==> config.mk <==
export PLATFORM = sky130hd
export DESIGN_NAME = data_out_uart_tx_flat
export DESIGN_NICKNAME = d
export VERILOG_FILES = /design/src/rtl/data_out_uart_tx_if.sv /design/src/rtl/data_out_uart_tx.sv /design/src/flat_wrapper.sv
export SDC_FILE = /design/constraint.sdc
export NUM_CORES = 1
export LEC_CHECK = 0
export ABC_AREA = 1
export CELL_PAD_IN_SITES_DETAIL_PLACEMENT = 2
export CELL_PAD_IN_SITES_GLOBAL_PLACEMENT = 2
export CORE_MARGIN = 2
export CORE_UTILIZATION = 35
export CTS_BUF_LIST = sky130_fd_sc_hd__clkbuf_2
export CTS_CLUSTER_DIAMETER = 60
export DETAILED_ROUTE_END_ITERATION = 7
export DONT_BUFFER_PORTS = 1
export PLACE_DENSITY_LB_ADDON = 0.1
export SLEW_MARGIN = 20
export SYNTH_ARGS = -nofsm -noshare
export SYNTH_HDL_FRONTEND = slang
export SYNTH_SLANG_ARGS = --single-unit
==> constraint.sdc <==
create_clock -name clk -period 5.1 [get_ports clk]
set_clock_uncertainty 0.15 [all_clocks]
set_input_delay 1.02 -clock clk [delete_from_list [all_inputs] [get_ports clk]]
set_output_delay 1.02 -clock clk [all_outputs]
set_load 0.01 [all_outputs]
==> src/rtl/data_out_uart_tx_if.sv <==
// Bundles the data_out tap (data_in/en) with the UART transmitter's status outputs.
// The master drives the byte and enable; the slave drives tx and the FIFO status.
interface data_out_uart_tx_if #(
   parameter int FIFO_DEPTH = 4
);
   localparam int LW = $clog2(FIFO_DEPTH) + 1;

   // No handshake: every change of data_in is accepted or dropped on the edge it is seen.
   logic [7:0]    data_in;
   logic          en;
   logic          tx;
   logic          busy;
   logic          overflow;
   logic [LW-1:0] level;

   modport master (output data_in, en, input tx, busy, overflow, level);
   modport slave  (input data_in, en, output tx, busy, overflow, level);
endinterface

==> src/rtl/data_out_uart_tx.sv <==
// Captures every change of the CPU data_out byte into a small FIFO and sends each byte
// as UART 8N1, LSB first. The CPU is never stalled; bytes arriving at a full FIFO are dropped.
module data_out_uart_tx #(
   parameter int CLKS_PER_BIT = 16,
   parameter int FIFO_DEPTH   = 4
) (
   input  logic                clk,
   input  logic                rst,
   data_out_uart_tx_if.slave   bus,
   output logic [1:0]          dbg_state_o
);
   localparam int PW = $clog2(FIFO_DEPTH);
   localparam int LW = PW + 1;
   localparam int BW = $clog2(CLKS_PER_BIT);

   typedef enum logic [1:0] {IDLE, START, DATA, STOP} state_t;

   logic [7:0]    prev_q;
   logic [7:0]    mem_q [FIFO_DEPTH];
   logic [PW-1:0] wr_ptr_q;
   logic [PW-1:0] rd_ptr_q;
   logic [LW-1:0] level_q;
   logic          overflow_q;

   state_t        state_q;
   logic [BW-1:0] baud_q;
   logic [2:0]    bit_q;
   logic [7:0]    shreg_q;
   logic          tx_q;

   logic push, pop, full, push_ok, baud_last;

   always_comb begin
      push      = bus.en && (bus.data_in != prev_q);
      pop       = (state_q == IDLE) && (level_q != '0);
      full      = (level_q == LW'(FIFO_DEPTH));
      // A pop in the same cycle frees the slot the new byte lands in.
      push_ok   = push && (!full || pop);
      baud_last = (baud_q == BW'(CLKS_PER_BIT - 1));
   end

   always_ff @(posedge clk or negedge rst) begin
      if (!rst) begin
         prev_q     <= 8'h00;
         wr_ptr_q   <= '0;
         rd_ptr_q   <= '0;
         level_q    <= '0;
         overflow_q <= 1'b0;
         for (int i = 0; i < FIFO_DEPTH; i++) mem_q[i] <= 8'h00;
      end else begin
         prev_q <= bus.data_in;
         if (push_ok) begin
            mem_q[wr_ptr_q] <= bus.data_in;
            wr_ptr_q        <= wr_ptr_q + PW'(1);
         end
         if (pop) rd_ptr_q <= rd_ptr_q + PW'(1);
         if (push && !push_ok) overflow_q <= 1'b1;
         unique case ({push_ok, pop})
            2'b10:   level_q <= level_q + LW'(1);
            2'b01:   level_q <= level_q - LW'(1);
            default: level_q <= level_q;
         endcase
      end
   end

   // tx_q is loaded with the value of the phase being entered, so the line is glitch-free.
   always_ff @(posedge clk or negedge rst) begin
      if (!rst) begin
         state_q <= IDLE;
         baud_q  <= '0;
         bit_q   <= '0;
         shreg_q <= 8'h00;
         tx_q    <= 1'b1;
      end else begin
         unique case (state_q)
            IDLE: begin
               if (pop) begin
                  shreg_q <= mem_q[rd_ptr_q];
                  baud_q  <= '0;
                  tx_q    <= 1'b0;
                  state_q <= START;
               end
            end
            START: begin
               if (baud_last) begin
                  baud_q  <= '0;
                  bit_q   <= '0;
                  tx_q    <= shreg_q[0];
                  state_q <= DATA;
               end else begin
                  baud_q <= baud_q + BW'(1);
               end
            end
            DATA: begin
               if (baud_last) begin
                  baud_q <= '0;
                  if (bit_q == 3'd7) begin
                     tx_q    <= 1'b1;
                     state_q <= STOP;
                  end else begin
                     bit_q   <= bit_q + 3'd1;
                     shreg_q <= {1'b0, shreg_q[7:1]};
                     tx_q    <= shreg_q[1];
                  end
               end else begin
                  baud_q <= baud_q + BW'(1);
               end
            end
            STOP: begin
               if (baud_last) begin
                  baud_q  <= '0;
                  state_q <= IDLE;
               end else begin
                  baud_q <= baud_q + BW'(1);
               end
            end
            default: state_q <= IDLE;
         endcase
      end
   end

   assign bus.tx       = tx_q;
   assign bus.busy     = (state_q != IDLE) || (level_q != '0);
   assign bus.overflow = overflow_q;
   assign bus.level    = level_q;
   assign dbg_state_o  = state_q;
endmodule
==> src/flat_wrapper.sv <==
// flat-port wrapper written by rule: the top's interface ports become plain ports
module data_out_uart_tx_flat 
#(
   parameter int CLKS_PER_BIT = 16,
   parameter int FIFO_DEPTH   = 4
)
  (clk, rst, dbg_state_o, bus_data_in, bus_en, bus_tx, bus_busy, bus_overflow, bus_level);
  data_out_uart_tx_if #(.FIFO_DEPTH(FIFO_DEPTH)) bus_i ();
  input  logic clk;
  input  logic rst;
  output logic [1:0] dbg_state_o;
  input wire logic [$bits(bus_i.data_in)-1:0] bus_data_in;
  input wire logic [$bits(bus_i.en)-1:0] bus_en;
  output wire logic [$bits(bus_i.tx)-1:0] bus_tx;
  output wire logic [$bits(bus_i.busy)-1:0] bus_busy;
  output wire logic [$bits(bus_i.overflow)-1:0] bus_overflow;
  output wire logic [$bits(bus_i.level)-1:0] bus_level;
  assign bus_i.data_in = bus_data_in;
  assign bus_i.en = bus_en;
  assign bus_tx = bus_i.tx;
  assign bus_busy = bus_i.busy;
  assign bus_overflow = bus_i.overflow;
  assign bus_level = bus_i.level;
  data_out_uart_tx #(.CLKS_PER_BIT(CLKS_PER_BIT), .FIFO_DEPTH(FIFO_DEPTH)) u_core (.clk(clk), .rst(rst), .bus(bus_i), .dbg_state_o(dbg_state_o));
endmodule
======== Word level (Yosys, flattened, before mapping) ========
Index checks and enable logic that the tools add are counted.
storage, ports and cells
  register bits after elaboration ......... 66
  latch bits .............................. 0
  RAM bits ................................ 0
  ROM bits ................................ 0
  input port bits ......................... 11
  output and inout port bits .............. 8
  memories kept ........................... 0
cells by class
  $add $sub $neg .......................... 6
  multipliers ............................. 0
  div/mod/pow operators ................... 0
  magnitude comparators ................... 3
  eq/ne operators ......................... 15
  shift operators ......................... 0
  muxes and demuxes ....................... 29
  bitwise gates (word level) .............. 2
  reductions and logical operators ........ 21
operator list
  cell                                                              count
  8-bit 2-to-1 mux                                                  6
  32-bit bitwise mux                                                1
  8-bit binary-select mux with 2-bit select                         1
  8-bit demux with 2-bit select                                     1
  8-bit one-hot mux with 2 select lines                             1
  3-bit one-hot mux with 2 select lines                             2
  4-bit AND reduction                                               3
  2-bit 2-to-1 mux                                                  5
  2-bit by 1-bit != test with 1-bit output (second input constant)  5
  3-bit 2-to-1 mux                                                  3
  4-bit 2-to-1 mux                                                  2
  8-bit != test                                                     1
  2-bit one-hot mux with 4 select lines                             1
  4-bit one-hot mux with 2 select lines                             1
  2-bit nonzero test                                                4
  3-bit by 1-bit adder with 3-bit output (second input constant)    2
  2-bit equality test (second input constant)                       3
  3-bit equality test (second input constant)                       2
  3-bit >= comparator (second input constant)                       2
  2-bit inverter with 3-bit output                                  2
  3-bit nonzero test                                                2
  1-bit logical AND                                                 5
  5-bit AND reduction                                               1
  2-bit by 1-bit adder with 2-bit output (second input constant)    2
  other kinds (12)                                                  18

======== Logic depth before layout (Yosys ltp) ========
Gate-level depths: netlist (run 1).
  depth after elaboration ................. 6
  depth in mapped cells ................... 13
  gate-level depth less buffers ........... 13

======== Worst setup path after synthesis (run 1) ========
OpenSTA, ideal clock, no wires.
  kind .................................... in2reg
  start point ............................. input port bus_data_in[5]
  end point ............................... register u_core.level_q[2] (netlist: u_core.bus.level[2])
  setup time .............................. 0.131 ns
  arrival time ............................ 2.579 ns
  required time ........................... 4.819 ns
  slack ................................... 2.241 ns
  stages on the path ...................... 13
  cell sequence ........................... nand2_1 inv_1 nor2_1 nor2_1 nand2_2 nor2_2 nor2_4 nand2_1 ha_1 fa_1 a21oi_1 o21ai_0 xor2_1
on the way
  word-level cells in the longest chain between the ends .. 5
  elaborated cells on any way between the ends .. 7
  classes of those cells .................. eq/ne: 3; mux: 1; reduce/logical: 3
RTL lines
  item                                                                                   RTL line                text
  start: declaration                                                                     flat_wrapper.sv:12      input wire logic [$bits(bus_i.data_in)-1:0] bus_data_in;
  8-bit != test *                                                                        data_out_uart_tx.sv:34  push = bus.en && (bus.data_in != prev_q);
  1-bit logical AND *                                                                    data_out_uart_tx.sv:34
  1-bit logical AND *                                                                    data_out_uart_tx.sv:38  push_ok = push && (!full || pop);
  2-bit by 1-bit equality test with 1-bit output or 2-bit equality test (tied branches)  data_out_uart_tx.sv:58  unique case ({push_ok, pop})
  3-bit one-hot mux with 2 select lines or 2-bit nonzero test (tied branches)            --
  end signal: assignment                                                                 data_out_uart_tx.sv:59  2'b10: level_q <= level_q + LW'(1);
  end signal: assignment                                                                 data_out_uart_tx.sv:60  2'b01: level_q <= level_q - LW'(1);
  end signal: assignment                                                                 data_out_uart_tx.sv:61  default: level_q <= level_q;
  end: declaration                                                                       data_out_uart_tx.sv:22  logic [LW-1:0] level_q;
Mark *: on every way between the ends. The rest lies on a longest branch, timed or not.
A chain may end at the register's enable or synchronous reset.

======== Worst setup path after layout (run 1) ========
Ends and elaborated chain as after synthesis.

==> run metrics, run 1 <==
pin count of the biggest net entering global routing 66; Post-DP HPWL 6500 um; All-Layer GR Usage 0.202; Setup crit start kind input pin; most frequent cell after synthesis nand2_1; register area share after synthesis 0.479; fmax 327 MHz; Hold Crit Class in -> async; die width 103 um; Yosys cell types 33; status completed; final core occ 0.378; Non-Filler Instances 541; vias per inst 5.19; RSZ-0062 raised after global routing false; number of setup violations in the final report 0; relative slew slack 0.470; Post-synth EDFFs 0; detailed-router iteration count before antenna repair 5; Primary FF master, synth dfrtp_1; Core Area 9680 um2; die area 10700 um2; Clock transition at path regs 200 ps; Max Cap Violations 0; number of global-route vias before repair 2977; top cells by area, synth dfrtp_1 47%, nand2_1 12%, nand4_1 5.8%, o21ai_0 5.7%, ha_1 4.7%; power density over cell area 438 nW/um2; die span in y 103 um; post-synthesis net count 432; NumNets Final 428; total grt overflow 0; cell count after synthesis 407; Sum Neg Setup Slack 0 ps; TritonCTS clock tree built; Worst EP required 5380 ps; row cnt 36; Slew Viols, Final 0; Peak supply drop 252 uV; crit share post-route 0.600; post_cts resized 0; Post-DRT Antenna Nets 0; WS Path Type in -> reg; slowest CP cell nor2_4; Worst-Skew Late Latency 520 ps; I/O Buffers 0; crit-path max FO 36; CTS root buf clkbuf_2; layout cell share with drive strength beyond 1 0.0858; Async SR Flop Fraction 1.00; DR WL/cell 18.2 um; Clock Tree Buf Depth 2; Max stage delay on crit path 600 ps; H-tree Lvls 3; TritonCTS Sinks 66; Slew @ Worst Pin 793 ps; Synth Warn # 0; Leak 0.00184 uW; CP arrival 3340 ps; Starting Density 0.356; number of diodes 0; # DRC 0; post-synthesis area per instance 8.47 um2; placed cell count 524; top cell type's share of synthesized area 0.472; total CTS buffers 9; Post-synth top cells 110 x nand2_1, 65 x dfrtp_1, 39 x inv_1, 39 x o21ai_0, 37 x nor2_1; Hold Buf Count CTS 1; antenna violations before repair 0; setup bufs post-CTS 0; Crit. End Element register; Final Hold Viols 0; placer's final routability congestion estimate 0.727; crit path time final 3060 ps; Cell Chain, Critical Path nand2_1, inv_1, nor2_1, nor2_1, nand2_2, nor2_2, nor2_4, nand2_1, ha_1, fa_1, a21oi_1, o21ai_0, xor2_1; area growth from synthesis to layout 6.06%; IO Pins 19; Starting DRT DRC Count 80; first-pass GRT wire length 16000 um; register bit total from synthesis 66; Synth Cell Area 3450 um2; vias post-DR 2807; final WL 9820 um; post-synth top area cell dfrtp_1
-- critical path, delay by kind of cell --
kind	cells	cell delay, ps
AO/OA/AOI/OAI	2	290
buffers and inverters	1	40
XOR/XNOR	1	150
AND/OR/NAND/NOR	7	1120
adder cells (fa/ha/maj)	2	700
-- power breakdown --
group | internal (uW) | switching (uW) | total, uW | leakage (uW)
combinational | 155 | 310 | 465 | 0.000933
clock | 161 | 205 | 366 | 0.0000793
sequential | 664 | 109 | 773 | 0.000825
-- metrics by stage --
| step | power, uW | setup WS [ps] | hold slack, ps | cell area [um2] |
|---|---|---|---|---|
| floorplan | 1110 | 2240 | 294 | 3450 |
| global placement | 1210 | 1640 | 312 | 3500 |
| detailed placement | 1240 | 1470 | 317 | 3500 |
| CTS | 1630 | 2080 | 101 | 3660 |
| global route | 1720 | 1810 | 88.0 | 3660 |
| finish | 1600 | 2040 | 157 | 3660 |
-- metal layers --
metal  up-vias  track usage  wire length (um)
met5         -            0                 0
met4         0       0.0789               158
met3        13       0.0323               327
met2        38        0.323              4670
met1      1418        0.274              4660
li1       1338            -                 -
-- cells in the final DEF (no fill, tap or decap), types with 2 or more instances in the layout --
| cell | n |
|---|---|
| clkbuf_2 | 10 |
| nor2_1 | 37 |
| inv_1 | 39 |
| nand2_2 | 4 |
| a21oi_1 | 4 |
| dfrtp_1 | 65 |
| bufinv_16 | 2 |
| ha_1 | 13 |
| nand2_1 | 110 |
| nand4_1 | 32 |
| o21ai_0 | 39 |
| nand3_1 | 8 |
| xor2_1 | 3 |
| nor2_4 | 3 |
| nor2_2 | 2 |
| nand4_2 | 3 |
| o22ai_1 | 7 |
| clkinv_2 | 2 |
| o21ai_1 | 7 |
| a32o_1 | 2 |
-- registers in the layout, summed over array words and instances (netlist names), 3 cells and up --
register / flops
u_core.bus.level: 3
u_core.shreg_q: 8
u_core.prev_q: 8
u_core.bit_q: 3
u_core.baud_q: 4
u_core.mem_q: 32
-- path summary, 6_finish.rpt --
kind / to / slack (ps) / startpoint / cells past startpoint
worst max register to register: u_core.bus.level[2] / 2090 / u_core.prev_q[2] / 13
worst min-delay path: u_core.bus.tx / 160 / rst / 0
worst max-delay path: u_core.bus.level[2] / 2040 / bus_data_in[5] / 13
min in group clk: u_core.prev_q[2] / 350 / bus_data_in[2] / 0
worst min register to register: u_core.mem_q[23] / 360 / u_core.mem_q[23] / 2
max in group asynchronous: u_core.prev_q[6] / 4300 / rst / 1
-- cells by family (layout without fill, tap and decap cells) --
family                   after synthesis  after routing  synth area share
AND/OR/NAND/NOR                      203            203             0.277
flip-flops                            66             66             0.479
multiplexers                           1              1           0.00327
adder cells (fa/ha/maj)               14             14            0.0530
buffers and inverters                 56             57            0.0773
XOR/XNOR                               4              4            0.0102
AO/OA/AOI/OAI                         63             63             0.100
-- layout make-up --
| type | count | area [um2] |
|---|---|---|
| clock buffer | 10 | 50.0 |
| clock inverter | 6 | 81.3 |
| fill | 1131 | 6030 |
| inverter | 40 | 150 |
| multi-input combinational | 285 | 1530 |
| sequential | 66 | 1650 |
| tap | 133 | 166 |
| timing repair buffer | 1 | 27.5 |
Power figures use the tool's default switching activity.
==> run 2: changes to the inputs <==
- clock period: 5.1 -> 3.05 ns (I/O delays scaled with it)
==> run 2 against run 1 <==
  * Critical path depth shrank 3
  * Cell area grew 3.0%
  * Sequential power grew 67%
  * Via count grew 2.5%
  * First-iteration DRC count shrank 3.8%
  * Core utilization grew 1.1 points
  * Power grew 64%
  * Flip-flop and latch count is the same
  * Count of clock-buffer cells in the layout grew 3
  * Critical path type is now reg -> reg
  * Largest cell class unchanged
==> run metrics, run 2 (synthesis gave the netlist of run 1 again) <==
die width 103 um (unchanged); Slew @ Worst Pin 682 ps (-111 ps); Sum Neg Setup Slack 0 ps (unchanged); antenna violations before repair 0 (unchanged); max FFs per register 32 (unchanged); total CTS buffers 9 (unchanged); WS Path Type reg -> reg; RSZ-0062 raised after global routing false; Setup crit start kind register; worst setup path startpoint u_core.dbg_state_o[0]; number of setup violations in the final report 0 (unchanged); area growth from synthesis to layout 9.22%; I/O Buffers 0 (unchanged); layout cell share with drive strength beyond 1 0.0993 (+0.0135); crit-path max FO 5 (-86%); Final Hold Viols 0 (unchanged); Starting DRT DRC Count 77 (-3.8%); FF-to-FF setup slack 520 ps (-1570 ps); fin worst setup slack 520 ps (-1520 ps); relative slew slack 0.542 (+0.0722); crit path time final 2530 ps; pin count of the biggest net entering global routing 67 (+1.5%); die area 10700 um2 (unchanged); Worst EP required 3330 ps (-2050 ps); power density over cell area 699 nW/um2 (+59%); vias post-DR 2877 (+2.5%); Clock Tree Buf Depth 2 (unchanged); TritonCTS clock tree built; Clock transition at path regs 190 ps (about the same); number of global-route vias before repair 3134 (+5.3%); IO Pins 19 (unchanged); Core Area 9680 um2 (unchanged); CP arrival 2810 ps (-530 ps); Leak 0.00190 uW (+3.4%); largest reg by FF count u_core.mem_q; Reg2Reg Capture Point u_core.bus.level[2]; setup bufs post-CTS 0 (unchanged); final WL 9980 um (+1.5%); status completed; TritonCTS Sinks 66 (unchanged); CTS root buf clkbuf_2; Max Cap Violations 0 (unchanged); Slew Viols, Final 0 (unchanged); RR Startpoint u_core.dbg_state_o[0]; hold_ws 56.2 ps (-101 ps); Starting Density 0.356 (unchanged); first-pass GRT wire length 16600 um (+3.7%); Post-DRT Antenna Nets 0 (unchanged); Design Power 2630 uW (+64%); row cnt 36 (unchanged); number of diodes 0 (unchanged); Non-Filler Instances 556 (+2.8%); Worst-Skew Late Latency 530 ps (about the same); placer's final routability congestion estimate 0.728 (+0.17%); NumNets Final 443 (+3.5%); Post-DP HPWL 6670 um (+2.7%); biggest regs u_core.mem_q: 32 flops, u_core.prev_q: 8 flops, u_core.shreg_q: 8 flops; vias per inst 5.17 (-0.27%); H-tree Lvls 3 (unchanged); Crit. End Element register; Hold Crit Class in -> reg; crit share post-route 0.830; DR WL/cell 17.9 um (-1.2%); dpl ws 533 ps (-936 ps); worst reg2reg path depth 10 (-3); # DRC 0 (unchanged); Peak supply drop 393 uV (+56%); die span in y 103 um (unchanged); fmax 395 MHz; total grt overflow 0 (unchanged); detailed-router iteration count before antenna repair 4 (-1); placed cell count 530 (+1.1%); Critical path destination u_core.bus.level[2]; most common cell after layout, fill and taps aside nand2_1; commonest non-fill, non-tap cells in the layout 110 x nand2_1, 65 x dfrtp_1, 39 x inv_1, 39 x o21ai_0, 37 x nor2_1; All-Layer GR Usage 0.208 (+0.00690)
-- run 2: where the power goes --
group / total (uW) / switching, uW / leakage, uW / internal, uW
Sequential: 1290 / 180 / 0.000825 / 1110
Clock: 534 / 333 / 0.0000760 / 201
Combinational: 807 / 519 / 0.000999 / 288
-- run 2: worst min path at each step --
stage	start	end	slack, ps	depth (start not counted)
2_1_floorplan	rst	u_core.baud_q[0]	160	0
3_3_place_gp	rst	u_core.mem_q[4]	170	0
3_5_place_dp	rst	u_core.mem_q[4]	170	0
4_1_cts	bus_data_in[5]	u_core.mem_q[29]	30	2
5_1_grt	bus_data_in[5]	u_core.mem_q[5]	20	2
6_report	bus_data_in[5]	u_core.mem_q[5]	60	2
-- run 2: final cells by class --
cell class	count	area [um2]
Timing Repair Buffer	16	163
Clock inverter	3	40.0
Tap cell	133	166
Fill cell	1135	5920
Multi-Input combinational cell	285	1530
Sequential cell	66	1650
Inverter	40	150
Clock buffer	13	65.1
-- run 2: critical path, cell delays in order, from the launching register on --
cell,delay [ps]
dfrtp_1,520
inv_1,160
ha_1,270
nand2_2,120
nand3_4,80
nand2_1,90
ha_1,250
fa_1,390
a21oi_1,140
o21ai_0,110
xor2_1,150
-- run 2: layer usage --
layer  routed length (um)  vias to the layer above  track usage  part of all wire
met5                    0                        -            0                 0
met4                  131                        0       0.0729             0.013
met3                  214                       11       0.0356             0.021
met2                 4690                       23        0.327              0.47
met1                 4940                     1474        0.292              0.50
li1                     -                     1369            -                 -
-- run 2: metrics by stage --
step / utilization / instance area, um2
2_1_floorplan: - / 3450
3_3_place_gp: 0.366 / 3540
3_5_place_dp: 0.366 / 3540
4_1_cts: 0.389 / 3770
5_1_grt: 0.389 / 3770
6_report: 0.389 / 3770
-- run 2: repair_timing --
item / CTS / global route
hold buffers: 10 / 0
gates resized for setup: 0 / 0
endpoints found under the hold margin: 74 / 0
